File: src/rtl/selector_arbiter_pkg.sv
`default_nettype none
// ============================================================================
// Module      : selector_arbiter_pkg
// Description : Shared constants and helpers for the round-robin selector arbiter.
// Revision    : 1.0 - initial release
// ============================================================================
package selector_arbiter_pkg;

    localparam int c_idxWidth = 2;
    localparam int c_cntWidth = 3;

    localparam int BURST_DEFAULT = 4;
    localparam int BURST_MIN     = 1;
    localparam int BURST_MAX     = 8;

    localparam logic [0:0] c_stIdle  = 1'b0;
    localparam logic [0:0] c_stGrant = 1'b1;

    // Returns {found, index}; candidates are visited last+1, last+2, last+3, last.
    function automatic logic [c_idxWidth:0] rrPick(input logic [3:0] req,
                                                   input logic [c_idxWidth-1:0] last);
        logic [c_idxWidth:0]   pick;
        logic [c_idxWidth-1:0] cand;
        pick = '0;
        for (int i = 4; i >= 1; i--) begin
            cand = last + c_idxWidth'(i);
            if (req[cand]) begin
                pick = {1'b1, cand};
            end
        end
        return pick;
    endfunction

    function automatic logic [3:0] oneHot(input logic [c_idxWidth-1:0] idx);
        logic [3:0] vec;
        vec      = '0;
        vec[idx] = 1'b1;
        return vec;
    endfunction

endpackage
`default_nettype wire

File: src/rtl/selector41.sv
`default_nettype none
// ============================================================================
// Module      : selector41
// Description : 4-bit, 4-input combinational selector; {iS1,iS0} picks the word.
// Revision    : 1.0 - initial release
// ============================================================================
module selector41 (
    input  logic [3:0] iD0,
    input  logic [3:0] iD1,
    input  logic [3:0] iD2,
    input  logic [3:0] iD3,
    input  logic       iS1,
    input  logic       iS0,
    output logic [3:0] oZ
);

    always_comb begin
        oZ = iD0;
        case ({iS1, iS0})
            2'd0:    oZ = iD0;
            2'd1:    oZ = iD1;
            2'd2:    oZ = iD2;
            2'd3:    oZ = iD3;
            default: oZ = iD0;
        endcase
    end

endmodule
`default_nettype wire

File: src/rtl/selector_arbiter.sv
`default_nettype none
// ============================================================================
// Module      : selector_arbiter
// Description : Round-robin burst arbiter driving a selector41 mux, with a
//               registered output word and valid flag.
// Revision    : 1.0 - initial release
// ============================================================================
module selector_arbiter
    import selector_arbiter_pkg::*;
#(
    parameter int BURST = BURST_DEFAULT  // legal range BURST_MIN..BURST_MAX
) (
    input  logic       iClk,
    input  logic       iRst,
    input  logic [3:0] iReq,
    input  logic [3:0] iD0,
    input  logic [3:0] iD1,
    input  logic [3:0] iD2,
    input  logic [3:0] iD3,
    output logic [3:0] oGnt,
    output logic       oS1,
    output logic       oS0,
    output logic [3:0] oZ,
    output logic       oValid
);

    localparam logic [c_cntWidth-1:0] c_burstLast = c_cntWidth'(BURST - 1);

    logic [0:0]            r_state;
    logic [c_idxWidth-1:0] r_gidx;
    logic [c_cntWidth-1:0] r_cnt;
    logic [c_idxWidth-1:0] r_last;
    logic [3:0]            r_gnt;
    logic [3:0]            r_z;
    logic                  r_valid;

    logic [0:0]            w_stateNext;
    logic [c_idxWidth-1:0] w_gidxNext;
    logic [c_cntWidth-1:0] w_cntNext;
    logic [c_idxWidth-1:0] w_lastNext;
    logic [3:0]            w_gntNext;
    logic                  w_xfer;
    logic                  w_endGrant;
    logic [3:0]            w_others;
    logic [c_idxWidth:0]   w_pickAll;
    logic [c_idxWidth:0]   w_pickOthers;
    logic [3:0]            w_muxZ;

    selector41 u_selector41 (
        .iD0 (iD0),
        .iD1 (iD1),
        .iD2 (iD2),
        .iD3 (iD3),
        .iS1 (r_gidx[1]),
        .iS0 (r_gidx[0]),
        .oZ  (w_muxZ)
    );

    always_comb begin
        w_xfer       = (r_state == c_stGrant) && iReq[r_gidx];
        w_endGrant   = !iReq[r_gidx] || (r_cnt == c_burstLast);
        w_others     = iReq & ~oneHot(r_gidx);
        w_pickAll    = rrPick(iReq, r_last);
        w_pickOthers = rrPick(w_others, r_last);

        w_stateNext  = r_state;
        w_gidxNext   = r_gidx;
        w_cntNext    = r_cnt;
        w_lastNext   = r_last;
        w_gntNext    = r_gnt;

        case (r_state)
            c_stIdle: begin
                if (w_pickAll[c_idxWidth]) begin
                    w_stateNext = c_stGrant;
                    w_gidxNext  = w_pickAll[c_idxWidth-1:0];
                    w_lastNext  = w_pickAll[c_idxWidth-1:0];
                    w_gntNext   = oneHot(w_pickAll[c_idxWidth-1:0]);
                    w_cntNext   = '0;
                end else begin
                    w_gntNext   = '0;
                end
            end
            c_stGrant: begin
                if (w_endGrant) begin
                    // Hand over with no idle bubble; the outgoing requester is masked.
                    if (w_pickOthers[c_idxWidth]) begin
                        w_gidxNext = w_pickOthers[c_idxWidth-1:0];
                        w_lastNext = w_pickOthers[c_idxWidth-1:0];
                        w_gntNext  = oneHot(w_pickOthers[c_idxWidth-1:0]);
                        w_cntNext  = '0;
                    end else if (iReq[r_gidx]) begin
                        w_cntNext  = '0;
                    end else begin
                        w_stateNext = c_stIdle;
                        w_gntNext   = '0;
                    end
                end else begin
                    w_cntNext = r_cnt + c_cntWidth'(1);
                end
            end
            default: begin
                w_stateNext = c_stIdle;
                w_gntNext   = '0;
            end
        endcase
    end

    always_ff @(posedge iClk or posedge iRst) begin
        if (iRst) begin
            r_state <= c_stIdle;
            r_gidx  <= '0;
            r_cnt   <= '0;
            r_last  <= 2'd3;
            r_gnt   <= '0;
            r_z     <= '0;
            r_valid <= 1'b0;
        end else begin
            r_state <= w_stateNext;
            r_gidx  <= w_gidxNext;
            r_cnt   <= w_cntNext;
            r_last  <= w_lastNext;
            r_gnt   <= w_gntNext;
            r_valid <= w_xfer;
            if (w_xfer) begin
                r_z <= w_muxZ;
            end
        end
    end

    assign oGnt   = r_gnt;
    assign oS1    = r_gidx[1];
    assign oS0    = r_gidx[0];
    assign oZ     = r_z;
    assign oValid = r_valid;

endmodule
`default_nettype wire
File: config.mk
export PLATFORM = sky130hd
export DESIGN_NAME = selector_arbiter
export DESIGN_NICKNAME = d
export VERILOG_FILES = /design/src/rtl/selector_arbiter_pkg.sv /design/src/rtl/selector41.sv /design/src/rtl/selector_arbiter.sv
export SDC_FILE = /design/constraint.sdc
export NUM_CORES = 1
export LEC_CHECK = 0
export BUFFER_PORTS_ARGS = -buffer_cell sky130_fd_sc_hd__clkbuf_2
export CAP_MARGIN = 20
export CORE_ASPECT_RATIO = 1.25
export CORE_UTILIZATION = 40
export DETAILED_ROUTE_END_ITERATION = 7
export PLACE_DENSITY = 0.66
export SLEW_MARGIN = 20
export SYNTH_ARGS = -nofsm -noshare
export SYNTH_HDL_FRONTEND = slang
export SYNTH_SLANG_ARGS = --single-unit
File: constraint.sdc
create_clock -name iClk -period 3.3 [get_ports iClk]
set_input_delay 0.66 -clock iClk [delete_from_list [all_inputs] [get_ports iClk]]
set_output_delay 0.66 -clock iClk [all_outputs]
set_load 0.01 [all_outputs]
==> impl_results.md <==
- Post-synthesis register bit count: 17
- CP Capture Type: flip-flop
- First-pass GRT wire length: 5080 um
- Worst-case reg-to-reg path depth: 5
- Share of cells above drive strength 1: 30.1%
- Top cell family by delay on the critical path: flip-flops
- Post-synthesis cell type count: 44
- Die Y: 64.9 um
- P_leak: 0.654 nW
- Die X: 52.3 um
- Min Tclk post-route: 2.36 ns
- Fin nets: 188
- Tot Pwr: 1.30 mW
- Place WS: 0.901 ns
- Switching power: 0.589 mW
- Worst path buffer plus inverter count: 1
- Initial Utilization: 42.6%
- Post-route clock period utilization: 71.5%
- Final Max Tran Viols: 0
- Setup ws final: 0.942 ns
- Synth area leader: dfrtp_1
- Utilization after layout: 48.4%
- Worst Setup SP: r_gidx[0]
- Syn avg cell area: 9.24 um2
- Async S/R FF share, synth: 100%
- Worst-Margin Slew: 0.753 ns
- Hold WC Path Type: input pin to asynchronous set/reset pin
- Vias in the first global route: 1,080
- Final count of hold timing violations: 0
- Seq pwr share: 35.5%
- Resized Gates After CTS: 0
- Initial detailed-routing violation count: 22
- Crit path max-delay cell type: dfrtp_1
- PD cells: 905 nW/um2
- Maximum clock rate: 424 MHz
- Top area cells in the synthesized netlist: dfrtp_1, mux4_2, nand2_1
- Synth Instances: 137
- Max Fanout on Critical Path: 18
- CTS tree: done
- CTS root buffer: clkbuf_4
- Total Wirelength: 2960 um
- Status: complete, no violations
- RSZ-0062 raised after global routing: no
- Post-synthesis sequential area ratio: 33.8%
- Worst reg2reg endpoint: oGnt[0]
- HPWL after DPL: 2360 um
- Avg WL per Cell: 14.9 um
- Synth top area share: 29.6%
- Clock latency on the worst-skew pair: 0.27 ns
- FP Rows: 22
- Sink Count: 17
- Cts hold-fix bufs: 0
- CTS Buf Count: 3
- IO buf count: 32
- Critical R2R Launch: r_gidx[0]
- Number of diodes: 0
- Flop2flop setup slack: 0.94 ns
- CP cell instances: mux4_2, nand2_4, inv_2, and2_4, a221o_1
- Post-Route Skew: 0.00555 ns
- Clock slew seen by the registers of the worst setup and hold paths: 0.09 ns
- Post-synth EDFFs: 0
- Post-route ant nets: 0
- Routed vias: 1,169
- Die area: 3400 um2
- Clk network pwr share: 7.8%
- CTS H-Tree Depth: 1
- Maximum VDD drop: 434 uV
- Cell area after synthesis: 1270 um2
- CP endpoint: oGnt[0]
- Critical Path RT: 3.45 ns
- Area after DPL: 1410 um2
- Largest stage delay, worst path: 0.84 ns
- GPL Wtd Cong: 0.790
- Antenna violations before repair: 0
- Largest net degree at the start of global routing: 19
- Switching share of power: 45.3%
- Levels on crit path: 5
- Cell-internal power: 0.712 mW
- Worst relative slew slack: 49.8%
- CP Class: flip-flop to flip-flop
- Synth Net Count: 161
- Top FF cell, synth: dfrtp_1
- CORE AREA: 2970 um2
- Gr ovfl total: 0
- GRT Util Overall: 19.5%
- Worst EP arrival: 2.51 ns
- Area of all placed cells without fillers: 1440 um2
- Combinational power share: 56.6%
- Clock buffer depth: 2
- Startpoint Class: flip-flop
- IO Count: 33
- Setup TNS: 0 ns
- Post-CTS setup buffer count: 0
- Setup violators final: 0
- Area grow syn2layout: 13.5%
- DRT Pass-1 Iters: 4
- Vias per cell: 5.87
- Post-route DRC: 0
- Maximum Capacitance Violations: 0
- Yosys warnings: 0
## per-stage QoR
step           hold slack (ns)  instances
4_1_cts                  0.459        199
3_3_place_gp             0.460        195
5_1_grt                  0.483        199
2_1_floorplan            0.459        137
6_report                 0.431        199
3_5_place_dp             0.466        195
## cell type report
class	count	area, um2
Clock buffer	4	26.3
Fill cell	309	1540
Inverter	7	26.3
Multi-Input combinational cell	103	752
Sequential cell	17	428
Tap cell	36	45.0
Timing Repair Buffer	32	160
## cells by family after synthesis
kind of cell | after synthesis | share of synthesized area [%]
fa+ha+maj | 2 | 1.98
simple gates | 53 | 21.6
buf+inv | 17 | 6.82
mux | 7 | 10.5
xor+xnor | 2 | 1.38
compound gates | 39 | 23.9
flops | 17 | 33.8
## layout by cell type (no fill, tap or decap), types with 2 or more instances in the layout
master / count
nand2_1: 18
nand4_1: 2
o31a_1: 2
inv_1: 6
clkbuf_2: 32
nor2b_1: 3
nand2b_1: 5
o31ai_1: 5
mux2i_1: 2
a21oi_1: 6
dfstp_2: 2
nor2_1: 8
nor4_1: 2
o211ai_1: 3
nor3b_1: 2
a31oi_1: 2
a21o_1: 2
a32oi_1: 2
clkbuf_4: 3
o21ai_0: 5
o221ai_2: 2
mux4_2: 5
a221o_1: 3
a22o_1: 2
or4_1: 2
dfrtp_1: 15
nand3_1: 4
nor3_1: 2
ha_1: 2
## flip-flops by register name, summed over array words and instances (netlist names)
signal / count
oValid: 1
oZ: 4
r_last: 2
r_cnt: 3
oGnt: 4
r_state: 1
r_gidx: 2
## worst min-delay path by stage
stage                     end  slack, ns
floorplan            r_cnt[0]       0.46
global placement        oZ[0]       0.46
detailed placement      oZ[0]       0.47
CTS                  r_cnt[1]       0.46
global route        r_gidx[1]       0.48
finish                  oZ[3]       0.43
## synth_stat cells (all sizes together), types with 3 or more instances
cell type and number:
nor2b 3, a221o 3, nand2b 5, o211ai 3, buf 9, inv 7
nand3 4, o21ai 5, mux4 5, dfrtp 15, a21oi 6, nand2 19
nor2 9, o31ai 5
## worst register-to-register path, delay by kind of cell (launching register included)
family	cells	cell delay [ns]
AND/OR/NAND/NOR	2	0.31
multiplexers	1	0.65
buffers and inverters	1	0.10
flip-flops	1	0.84
AO/OA/AOI/OAI	1	0.35
## metal layers
| metal | GRT usage (%) | wire, um | vias up |
|---|---|---|---|
| met1 | 27.4 | 1310 | 564 |
| met3 | 1.41 | 104 | 2 |
| li1 | - | - | 573 |
| met2 | 31.3 | 1510 | 30 |
| met4 | 6.25 | 34 | 0 |
| met5 | 0 | 0 | - |
## power by group through the flow
stage | registers, mW | clock network (mW) | logic [mW]
after global routing | 0.484 | 0.120 | 0.824
after detailed placement | 0.467 | 0 | 0.739
after floorplan | 0.385 | 0 | 0.650
final | 0.462 | 0.102 | 0.737
after CTS | 0.464 | 0.106 | 0.740
after global placement | 0.460 | 0 | 0.722
Power figures use the tool's default switching activity.
